==> config.mk <==
export PLATFORM = sky130hd
export DESIGN_NAME = noc_output_arbiter
export DESIGN_NICKNAME = d
export VERILOG_FILES = /design/src/rtl/noc_pkg.sv /design/src/rtl/rr_arbiter.sv /design/src/rtl/noc_output_arbiter.sv
export SDC_FILE = /design/constraint.sdc
export NUM_CORES = 1
export LEC_CHECK = 0
export ABC_CLOCK_PERIOD_IN_PS = 4400
export BUFFER_PORTS_ARGS = -buffer_cell sky130_fd_sc_hd__clkbuf_2
export CAP_MARGIN = 15
export CORE_MARGIN = 3
export CORE_UTILIZATION = 43
export CTS_CLUSTER_SIZE = 20
export DETAILED_ROUTE_END_ITERATION = 10
export PLACE_DENSITY = 0.88
export SETUP_SLACK_MARGIN = 0.3
export SLEW_MARGIN = 25
export SYNTH_ARGS = -nofsm -noshare
export SYNTH_HDL_FRONTEND = slang
export SYNTH_SLANG_ARGS = --single-unit
==> constraint.sdc <==
create_clock -name clk -period 4.4 [get_ports clk]
set_input_delay 0.44 -clock clk [delete_from_list [all_inputs] [get_ports clk]]
set_output_delay 0.44 -clock clk [all_outputs]
set_load 0.02 [all_outputs]
==> src/rtl/noc_pkg.sv <==
// noc_pkg: shared flit encoding, widths and port indices for the NoC router
package noc_pkg;
  typedef enum logic [1:0] {BODY = 2'b00, HEAD = 2'b01, TAIL = 2'b10, HEAD_TAIL = 2'b11} flit_type_t;
  localparam int FLIT_TYPE_W = 2;
  localparam int FLIT_SIZE_DEF = 34;
  localparam int LOCAL = 0;
  localparam int NORTH = 1;
  localparam int EAST = 2;
  localparam int SOUTH = 3;
  localparam int WEST = 4;
  function automatic logic is_head(flit_type_t t);
    return t == HEAD || t == HEAD_TAIL;
  endfunction
  function automatic logic is_tail(flit_type_t t);
    return t == TAIL || t == HEAD_TAIL;
  endfunction
endpackage

==> src/rtl/rr_arbiter.sv <==
// rr_arbiter: combinational round-robin pick, searching upward from ptr with wrap
module rr_arbiter #(
  parameter int N_PORTS = 5,
  parameter int PW = 3
) (
  input  logic [N_PORTS-1:0] req,
  input  logic [PW-1:0]      ptr,
  output logic [N_PORTS-1:0] gnt,
  output logic [PW-1:0]      idx,
  output logic               valid
);
  // first requester at or after ptr wins; later hits are masked by valid
  always_comb begin
    gnt = '0;
    idx = '0;
    valid = 1'b0;
    for (int k = 0; k < N_PORTS; k++) begin
      if (!valid && req[(int'(ptr) + k) % N_PORTS]) begin
        valid = 1'b1;
        idx = PW'((int'(ptr) + k) % N_PORTS);
        gnt[(int'(ptr) + k) % N_PORTS] = 1'b1;
      end
    end
  end
endmodule

==> src/rtl/noc_output_arbiter.sv <==
// noc_output_arbiter: wormhole output arbiter, round-robin on heads, locked until tail
module noc_output_arbiter
  import noc_pkg::*;
#(
  parameter int N_PORTS = 5,
  parameter int FLIT_SIZE = FLIT_SIZE_DEF
) (
  input  logic                           clk,
  input  logic                           rst,
  input  logic [N_PORTS*FLIT_SIZE-1:0]   in_flit,
  input  logic [N_PORTS-1:0]             in_valid,
  output logic [N_PORTS-1:0]             in_ready,
  output logic [FLIT_SIZE-1:0]           out_flit,
  output logic                           out_valid,
  input  logic                           out_ready,
  output logic [N_PORTS-1:0]             grant,
  output logic                           busy,
  output logic                           protocol_err
);
  localparam int PW = N_PORTS > 1 ? $clog2(N_PORTS) : 1;
  localparam logic [0:0] IDLE = 1'b0;
  localparam logic [0:0] LOCKED = 1'b1;
  logic [0:0] state;
  logic [PW-1:0] rr_ptr, g_idx, win_idx;
  logic first;
  logic [N_PORTS-1:0] req, bad, win;
  logic win_v, locked, xfer, err_next;
  logic [FLIT_SIZE-1:0] flits [N_PORTS];
  logic [FLIT_SIZE-1:0] sel;
  flit_type_t sel_type;
  genvar i;
  for (i = 0; i < N_PORTS; i++) begin : g_port
    assign flits[i] = in_flit[i*FLIT_SIZE +: FLIT_SIZE];
    assign req[i] = in_valid[i] && is_head(flit_type_t'(flits[i][FLIT_SIZE-1 -: FLIT_TYPE_W]));
    assign bad[i] = in_valid[i] && !is_head(flit_type_t'(flits[i][FLIT_SIZE-1 -: FLIT_TYPE_W]));
  end
  rr_arbiter #(.N_PORTS(N_PORTS), .PW(PW)) u_rr (
    .req(req), .ptr(rr_ptr), .gnt(win), .idx(win_idx), .valid(win_v)
  );
  assign locked = state == LOCKED;
  assign sel = flits[g_idx];
  assign sel_type = flit_type_t'(sel[FLIT_SIZE-1 -: FLIT_TYPE_W]);
  assign out_flit = locked ? sel : '0;
  assign out_valid = locked && in_valid[g_idx];
  assign in_ready = grant & {N_PORTS{out_ready}};
  assign busy = locked;
  assign xfer = out_valid && out_ready;
  // a head after the packet's first flit, or a stray body/tail while idle, is a framing error
  assign err_next = locked ? xfer && is_head(sel_type) && !first : |bad;
  // arbitration in IDLE, lock release on tail transfer, error pulse register
  always_ff @(posedge clk or posedge rst) begin
    if (rst) begin
      state <= IDLE;
      rr_ptr <= '0;
      g_idx <= '0;
      grant <= '0;
      first <= 1'b0;
      protocol_err <= 1'b0;
    end else begin
      protocol_err <= err_next;
      if (!locked && win_v) begin
        state <= LOCKED;
        grant <= win;
        g_idx <= win_idx;
        rr_ptr <= win_idx == PW'(N_PORTS - 1) ? '0 : win_idx + 1'b1;
        first <= 1'b1;
      end else if (locked && xfer) begin
        first <= 1'b0;
        if (is_tail(sel_type)) begin
          state <= IDLE;
          grant <= '0;
        end
      end
    end
  end
endmodule

==> results of run 1 <==
[registers in the layout, summed over array words and instances (netlist names)]
name / flops
busy: 1
grant: 5
rr_ptr: 3
first: 1
g_idx: 3
protocol_err: 1
[final timing paths]
| kind | startpoint | end | slack [ns] | depth (start not counted) |
|---|---|---|---|---|
| min in group clk | first | protocol_err | 0.50 | 1 |
| max reg2reg | rr_ptr[0] | rr_ptr[2] | 0.26 | 19 |
| min reg2reg | first | protocol_err | 0.50 | 1 |
| max in group asynchronous | rst | g_idx[0] | 3.80 | 2 |
| max | rr_ptr[0] | rr_ptr[2] | 0.26 | 19 |
| min | rst | grant[1] | 0.21 | 2 |
[area by class of cell]
| class | count | area (um^2) | share of cell area (%) |
|---|---|---|---|
| inverters | 24 | 111.4 | 1.823 |
| multi-input cells | 431 | 3936 | 64.45 |
| repair buffers | 271 | 1489 | 24.38 |
| well taps | 129 | 161.4 | 2.643 |
| clock buffers | 4 | 55.05 | 0.9015 |
| flip-flops and latches | 14 | 354.1 | 5.798 |
[repair_timing]
item                                    in CTS  in global routing
setup buffers                                4                 15
endpoints found under the setup margin       4                 10
gates resized for setup                      8                 26
pin swaps                                    5                 21
cloned                                       1                  0
[cells by family after synthesis]
kind of cell | after synthesis | share of synthesized area (%)
simple gates | 186 | 23.42
compound gates | 156 | 28.89
buf+inv | 64 | 6.575
mux | 53 | 23.39
fa+ha+maj | 26 | 7.565
xor+xnor | 9 | 2.008
flops | 14 | 8.147
[synth_stat cells, types with 14 or more instances]
cell	count
clkbuf_1	18
a21oi_1	24
ha_1	26
nor2b_1	41
nor2_1	27
mux4_2	37
nor3_1	14
a22oi_1	37
inv_1	21
o21ai_0	15
dfrtp_1	14
nand2_1	44
[layer usage]
metal | vias up | GRT usage, % | part of all wire [%]
li1 | 2433 | - | -
met1 | 2565 | 43.52 | 39
met2 | 395 | 50.73 | 46
met3 | 51 | 8.986 | 12
met4 | 0 | 9.898 | 3.2
met5 | - | 0 | 0
[per-stage QoR]
stage	area (um^2)	utilization (%)
2_1_floorplan	4481	-
3_3_place_gp	5758	60.87
3_5_place_dp	5758	60.87
4_1_cts	5882	62.18
5_1_grt	6107	64.56
6_report	6107	64.56
==> key figures, run 1 <==
Worst setup path
  – Startpoint Class: register
  – Worst path top cell family by delay: compound AO/OA/AOI/OAI gates
  – WP data arrival: 4.31 ns
  – Max incr delay on CP: 0.42 ns
  – Crit path kind: reg -> reg
  – Buffers and inverters on the worst path: 5
  – Worst setup EP type: register
  – Slowest CP cell: dfrtp_2
  – Worst Path Required: 4.57 ns
  – Crit-path cells: clkinvlp_4 -> ha_4 -> inv_4 -> ha_4 -> buf_4 -> a211oi_2 -> a211oi_4 -> a221oi_4 -> xnor2_2 -> mux2_4 -> o221ai_4 -> nor3_4 -> buf_6 -> a211oi_4 -> inv_1 -> ha_2 -> nor2_2 -> mux2i_1 -> a21oi_1
  – Crit Path Max Fanout: 9

GRT
  – Total congestion overflow: 0
  – Initial antenna violation count: 0
  – Largest net degree at the start of global routing: 38
  – GRT Total Usage: 32.39%
  – First-pass GRT wire length: 28860 um
  – Vias in the first global route: 5241

Synth
  – FFs w/ async S/R, synth: 100.0%
  – Area contributors post-synth: mux4_2 19%, dfrtp_1 8.1%, ha_1 7.6%, a22oi_1 6.5%, nor2b_1 6.0%
  – Cell Area, Synth: 4300 um^2
  – Synth top area share: 19.38%
  – Synth Instances: 508
  – Synthesized Nets: 712
  – #FFs+latches synth: 14
  – Register area share after synthesis: 8.147%
  – Ys flop type: dfrtp_1
  – Cell variety after synth: 78
  – Number of synthesized flops with an enable pin: 0
  – Avg Inst Size Synth: 8.465 um^2
  – Leading area contributor after synthesis: mux4_2
  – Ys Warns: 0

Layout
  – Cell Count, Final, Fillers Out: 873
  – Layout overhead on the synthesized area: 42.01%
  – Most common cell after layout, fill and taps aside: clkbuf_2
  – Fillers: 802
  – Nets: 949
  – Diodes inserted: 0
  – Most frequent cells in the layout: 224 x clkbuf_2, 44 x buf_4, 43 x nand2_1
  – Layout cells sized above 1: 52.28%

CTS
  – Clock root cell: clkbuf_8
  – CTS H-tree lvls: 1
  – Post-CTS Hold Fix Bufs: 0
  – Clk_lat worst skew: 0.25 ns
  – CTS buffer count: 3
  – CTS tree: done
  – Worst-path clk slew: 0.06 ns
  – Clock Tree Buf Depth: 2
  – CTS Sinks: 14

Die
  – Die height: 106.0 um
  – # rows: 35
  – Core area: 9459 um^2
  – Initial Utilization: 45.46%
  – Die Width: 106.0 um
  – Die area: 11240 um^2
  – I/O pin cnt: 225

Timing
  – Slew margin rel.: 35.91%
  – Max-slew violations: 0
  – Worst Max-Slew Pin Slew: 0.9614 ns
  – WHS: 0.2063 ns
  – Final hold vios: 0
  – Final Critical Period: 4.136 ns
  – Max Freq: 241.8 MHz
  – RSZ-0062 raised after global routing: true
  – Final WS setup: 0.2638 ns
  – Setup Viol. Count Final: 0
  – Final Skew: 0.002239 ns
  – Setup TNS: 0 ns
  – Tcrit/Tclk final: 94.00%

Placed design
  – PortBufs: 224
  – GP Congestion: 0.9988
  – Pre-CTS WS: 0.1521 ns
  – DP Wirelength: 15770 um
  – DP Cell Count: 849

Worst hold path
  – Min-Delay Path Class: in -> async

Drt
  – DRC violations left: 0
  – First drt pass iteration count: 6
  – Routed WL: 19470 um
  – DR WL/cell: 22.30 um
  – Detailed Route Iter0 Violations: 793
  – DR vias/cell: 6.236
  – Antenna-violating nets left: 0
  – DR vias: 5444

Flow run
  – # Max-Cap Violations: 0

Outcome
  – Status: finished, final reports clean
Power of run 1 is left out: the tool's default activity adds up to more than one toggle a clock period on the data nets, which glitch-free logic cannot reach.
==> run 2, diff against run 1 <==
--- a/config.mk
+++ b/config.mk
@@ -12,7 +12,7 @@
 export CORE_UTILIZATION = 43
 export CTS_CLUSTER_SIZE = 20
 export DETAILED_ROUTE_END_ITERATION = 10
-export PLACE_DENSITY = 0.88
+export PLACE_DENSITY = 0.8
 export SETUP_SLACK_MARGIN = 0.3
 export SLEW_MARGIN = 25
 export SYNTH_ARGS = -nofsm -noshare
==> key figures, run 2 (same netlist as run 1, synthesis figures left out) <==
Drt
  – DRC violations left: 0 (unchanged)
  – Detailed Route Iter0 Violations: 466 (was 793)
  – Routed WL: 18800 um (was 19470 um)
  – Antenna-violating nets left: 0 (unchanged)
  – DR vias: 5320 (was 5444)
  – DR vias/cell: 6.025 (was 6.236)
  – DR WL/cell: 21.29 um (was 22.30 um)
  – First drt pass iteration count: 5 (was 6)

Layout
  – Registers with the most flip-flops: grant x5, g_idx x3, rr_ptr x3 (unchanged)
  – Nets: 959 (was 949)
  – Most frequent cells in the layout: 224 x clkbuf_2, 57 x buf_4, 41 x nand2_1 (was 224 x clkbuf_2, 44 x buf_4, 43 x nand2_1)
  – Most common cell after layout, fill and taps aside: clkbuf_2 (unchanged)
  – Layout overhead on the synthesized area: 44.05% (was 42.01%)
  – Max reg flops: 5 (unchanged)
  – Largest reg by FF count: grant (unchanged)
  – Diodes inserted: 0 (unchanged)
  – Layout cells sized above 1: 53.45% (was 52.28%)

Worst setup path
  – Worst Path Required: 4.56 ns (was 4.57 ns)
  – Crit path kind: reg -> reg (unchanged)
  – Crit Path Max Fanout: 7 (was 9)
  – Worst setup EP type: register (unchanged)
  – Startpoint Class: register (unchanged)
  – WP data arrival: 4.26 ns (was 4.31 ns)

Die
  – Die area: 11240 um^2 (unchanged)
  – Initial Utilization: 45.46% (unchanged)
  – Die Width: 106.0 um (unchanged)
  – # rows: 35 (unchanged)
  – Core area: 9459 um^2 (unchanged)
  – Die height: 106.0 um (unchanged)
  – I/O pin cnt: 225 (unchanged)

Timing
  – Slew margin rel.: 48.49% (was 35.91%)
  – Final WS setup: 0.3016 ns (was 0.2638 ns)
  – Final Skew: 0.003196 ns (was 0.002239 ns)
  – Final hold vios: 0 (unchanged)
  – Worst Max-Slew Pin Slew: 0.7726 ns (was 0.9614 ns)
  – Tcrit/Tclk final: 93.15% (was 94.00%)
  – Setup Viol. Count Final: 0 (unchanged)
  – Final Critical Period: 4.098 ns (was 4.136 ns)
  – Max-slew violations: 0 (unchanged)
  – Max Freq: 244.0 MHz (was 241.8 MHz)
  – Setup TNS: 0 ns (unchanged)
  – RSZ-0062 raised after global routing: true (unchanged)

Worst hold path
  – Min-Delay Path Class: in -> async (unchanged)

CTS
  – CTS H-tree lvls: 1 (unchanged)
  – CTS tree: done (unchanged)
  – Clock root cell: clkbuf_8 (unchanged)
  – Worst-path clk slew: 0.06 ns (about the same)
  – Post-CTS Hold Fix Bufs: 0 (unchanged)
  – CTS buffer count: 3 (unchanged)
  – Clock Tree Buf Depth: 2 (unchanged)
  – Clk_lat worst skew: 0.24 ns (was 0.25 ns)
  – CTS Sinks: 14 (unchanged)

GRT
  – Largest net degree at the start of global routing: 36 (was 38)
  – Vias in the first global route: 5191 (was 5241)
  – GRT Total Usage: 30.60% (was 32.39%)
  – Total congestion overflow: 0 (unchanged)
  – Initial antenna violation count: 1 (was 0)
  – First-pass GRT wire length: 27660 um (was 28860 um)

Placed design
  – PortBufs: 224 (unchanged)
  – GP Congestion: 1.037 (was 0.9988)
  – Pre-CTS WS: 0.1964 ns (was 0.1521 ns)
  – DP Wirelength: 15390 um (was 15770 um)

Flow run
  – # Max-Cap Violations: 0 (unchanged)

Outcome
  – Status: finished, final reports clean (unchanged)
run 2: layout make-up:
cell class                 instances  area (um^2)
multi-input combinational        430         3945
fill                             803         3264
timing repair buffer             282         1569
sequential                        14        354.1
tap                              129        161.4
inverter                          24        110.1
clock buffer                       4        55.05
run 2: worst paths after layout:
kind	from	to	slack (ns)	cells after the start
worst min-delay path	rst	first	0.23	2
worst max-delay path	rr_ptr[1]	rr_ptr[2]	0.30	20
worst min register to register	first	first	0.48	2
max in group asynchronous	rst	rr_ptr[2]	3.77	2
worst max register to register	rr_ptr[1]	rr_ptr[2]	0.30	20
min in group clk	first	first	0.48	2
run 2: metrics by stage:
stage          cells  hold WS (ns)  area (um^2)  util [%]
2_1_floorplan    508        0.3292         4481         -
3_3_place_gp     858        0.4596         5826     61.59
3_5_place_dp     858        0.4699         5826     61.59
4_1_cts          865        0.2492         5946     62.86
5_1_grt          883        0.2864         6195     65.49
6_report         883        0.2264         6195     65.49
run 2: critical path: stages, from the launching register on:
cell and delay [ns]:
dfrtp_1 0.40, clkinvlp_4 0.19, buf_4 0.19, ha_4 0.32
inv_8 0.04, ha_2 0.19, nor3_4 0.30, a211oi_4 0.05
buf_4 0.18, a221oi_4 0.31, xnor2_2 0.20, mux2_4 0.35
o221ai_4 0.21, nor3_4 0.09, buf_12 0.14, a211oi_4 0.29
inv_1 0.08, ha_2 0.18, nor2_2 0.07, mux2i_1 0.07
a21oi_1 0.17
run 2: layer usage:
layer  global-route usage [%]  part of all wire, %  wire, um  vias up
met4                    8.418                  2.5       474        2
met3                    8.682                   11      2074       45
met1                    42.31                   41      7637     2504
met5                        0                0.069        13        -
met2                    46.77                   46      8594      322
li1                         -                    -         -     2447
run 2: timing repair:
| action | CTS | global route |
|---|---|---|
| setup endpoints to repair | 5 | 10 |
| setup buffers | 3 | 18 |
| pin swaps | 2 | 26 |
| resized for setup | 8 | 23 |
Power of run 2 is left out for the same reason.
==> run 3, diff against run 2 <==
--- a/config.mk
+++ b/config.mk
@@ -6,12 +6,13 @@
 export NUM_CORES = 1
 export LEC_CHECK = 0
 export ABC_CLOCK_PERIOD_IN_PS = 4400
-export BUFFER_PORTS_ARGS = -buffer_cell sky130_fd_sc_hd__clkbuf_2
+export BUFFER_PORTS_ARGS = -buffer_cell sky130_fd_sc_hd__buf_2
 export CAP_MARGIN = 15
 export CORE_MARGIN = 3
 export CORE_UTILIZATION = 43
 export CTS_CLUSTER_SIZE = 20
 export DETAILED_ROUTE_END_ITERATION = 10
+export GPL_TIMING_DRIVEN = 0
 export PLACE_DENSITY = 0.8
 export SETUP_SLACK_MARGIN = 0.3
 export SLEW_MARGIN = 25
==> key figures, run 3 (same netlist as run 1, synthesis figures left out) <==
Outcome
  – Status: complete, but fails checks (was finished, final reports clean)
  – Failing checks: negative setup slack

Timing
  – Slew margin rel.: 34.66% (was 48.49%)
  – Final Critical Period: 4.461 ns (was 4.098 ns)
  – Setup Viol. Count Final: 2 (was 0)
  – Worst Max-Slew Pin Slew: 0.9727 ns (was 0.7726 ns)
  – Final hold vios: 0 (unchanged)
  – Final Skew: 0.001705 ns (was 0.003196 ns)
  – Max Freq: 224.2 MHz (was 244.0 MHz)
  – Tcrit/Tclk final: 101.4% (was 93.15%)
  – Max-slew violations: 0 (unchanged)
  – Final WS setup: -0.06096 ns (was 0.3016 ns)
  – RSZ-0062 raised after global routing: true (unchanged)

Layout
  – Fillers: 775 (was 803)
  – Largest reg by FF count: grant (unchanged)
  – Layout cells sized above 1: 51.87% (was 53.45%)
  – Fin area: 6386 um^2 (was 6195 um^2)
  – Most common cell after layout, fill and taps aside: buf_2 (was clkbuf_2)
  – Registers with the most flip-flops: grant x5, g_idx x3, rr_ptr x3 (unchanged)
  – Diodes inserted: 0 (unchanged)
  – Max reg flops: 5 (unchanged)
  – Layout overhead on the synthesized area: 48.50% (was 44.05%)
  – Nets: 980 (was 959)
  – Most frequent cells in the layout: 227 x buf_2, 43 x nand2_1, 39 x buf_4, 39 x nor2b_1, 37 x mux4_2 (was 224 x clkbuf_2, 57 x buf_4, 41 x nand2_1)

Drt
  – Detailed Route Iter0 Violations: 693 (was 466)
  – DRC violations left: 0 (unchanged)
  – First drt pass iteration count: 5 (unchanged)
  – Antenna-violating nets left: 0 (unchanged)
  – DR vias: 5617 (was 5320)
  – DR WL/cell: 22.28 um (was 21.29 um)
  – DR vias/cell: 6.213 (was 6.025)
  – Routed WL: 20140 um (was 18800 um)

GRT
  – Met2 GRT Util: 52.00% (was 46.77%)
  – GR peak layer: met2 (unchanged)
  – Total congestion overflow: 0 (unchanged)
  – Largest net degree at the start of global routing: 15 (was 36)
  – GRT Total Usage: 33.00% (was 30.60%)
  – Met3 Usage GRT: 9.532% (was 8.682%)
  – Met1 usage: 43.38% (was 42.31%)
  – Initial antenna violation count: 0 (was 1)
  – Vias in the first global route: 5469 (was 5191)
  – First-pass GRT wire length: 29260 um (was 27660 um)

Worst hold path
  – Min-Delay Path Class: in -> async (unchanged)

Die
  – Core area: 9459 um^2 (unchanged)
  – # rows: 35 (unchanged)
  – Die area: 11240 um^2 (unchanged)
  – I/O pin cnt: 225 (unchanged)
  – Die height: 106.0 um (unchanged)
  – Die Width: 106.0 um (unchanged)
  – Initial Utilization: 45.46% (unchanged)

CTS
  – CTS H-tree lvls: 1 (unchanged)
  – Clk_lat worst skew: 0.25 ns (was 0.24 ns)
  – CTS tree: done (unchanged)
  – Worst-path clk slew: 0.06 ns (about the same)
  – Clock Tree Buf Depth: 2 (unchanged)
  – Post-CTS Hold Fix Bufs: 0 (unchanged)
  – CTS buffer count: 3 (unchanged)
  – Clock root cell: clkbuf_8 (unchanged)
  – CTS Sinks: 14 (unchanged)

Worst setup path
  – WP data arrival: 4.62 ns (was 4.26 ns)
  – Crit path kind: reg -> reg (unchanged)
  – Reg2Reg Depth: 26 (was 20)
  – Worst setup EP type: register (unchanged)
  – Startpoint Class: register (unchanged)
  – Crit Path Max Fanout: 5 (was 7)
  – Worst Path Required: 4.56 ns (about the same)

Flow run
  – # Max-Cap Violations: 0 (unchanged)

Placed design
  – Placed Area: 5763 um^2 (was 5826 um^2)
  – GP Congestion: 0.9650 (was 1.037)
  – DP Wirelength: 15750 um (was 15390 um)
  – PortBufs: 224 (unchanged)
## run 3: critical path: stages, from the launching register on
cell	delay (ns)
dfrtp_2	0.44
buf_8	0.14
clkinvlp_4	0.09
clkbuf_16	0.16
ha_4	0.14
inv_4	0.04
ha_4	0.26
buf_8	0.11
inv_8	0.03
ha_4	0.14
inv_2	0.05
ha_4	0.20
nor2b_4	0.15
o21ai_4	0.10
a221oi_4	0.31
buf_12	0.15
xnor2_4	0.14
mux2_4	0.34
o221ai_4	0.30
nand2_2	0.14
a21oi_4	0.18
a211oi_4	0.08
buf_12	0.17
ha_4	0.16
nor2_2	0.10
mux2i_1	0.08
a21oi_1	0.16
## run 3: cell type report
type	instances	area, um^2	area share (%)
clock buffers	4	55.05	0.8621
inverters	24	115.1	1.803
repair buffers	263	1444	22.61
plain buffers	40	252.7	3.958
flip-flops and latches	14	354.1	5.545
well taps	129	161.4	2.527
multi-input cells	430	4004	62.70
## run 3: stage by stage
stage	hold slack [ns]	setup WS, ns	std cells	utilization (%)	TNS, ns
after floorplan	0.3292	0.1990	508	-	0
after global placement	0.4643	-0.4831	861	60.93	-3.578
after detailed placement	0.4766	-0.5954	861	60.93	-4.580
after CTS	0.2495	0.09592	894	65.15	0
after global routing	0.2933	-0.1586	904	67.51	-0.8191
final	0.2477	-0.06096	904	67.51	-0.08379
## run 3: routing by layer
metal  wire (um)  share of wire, %
met1        7834                39
met2        9107                45
met3        2443                12
met4         755               3.7
met5           0                 0
## run 3: worst paths after layout
path	start	to	slack (ns)
max	rr_ptr[0]	rr_ptr[2]	-0.06
min	rst	grant[2]	0.25
max reg2reg	rr_ptr[0]	rr_ptr[2]	-0.06
min reg2reg	first	first	0.50
max in group asynchronous	rst	rr_ptr[1]	3.73
min in group clk	first	first	0.50
## run 3: what timing repair did
item	CTS	global route
endpoints found under the setup margin	13	13
buffers inserted	29	9
resized for setup	24	29
pin swaps	17	18
cloned	0	1
Power of run 3 is left out for the same reason.
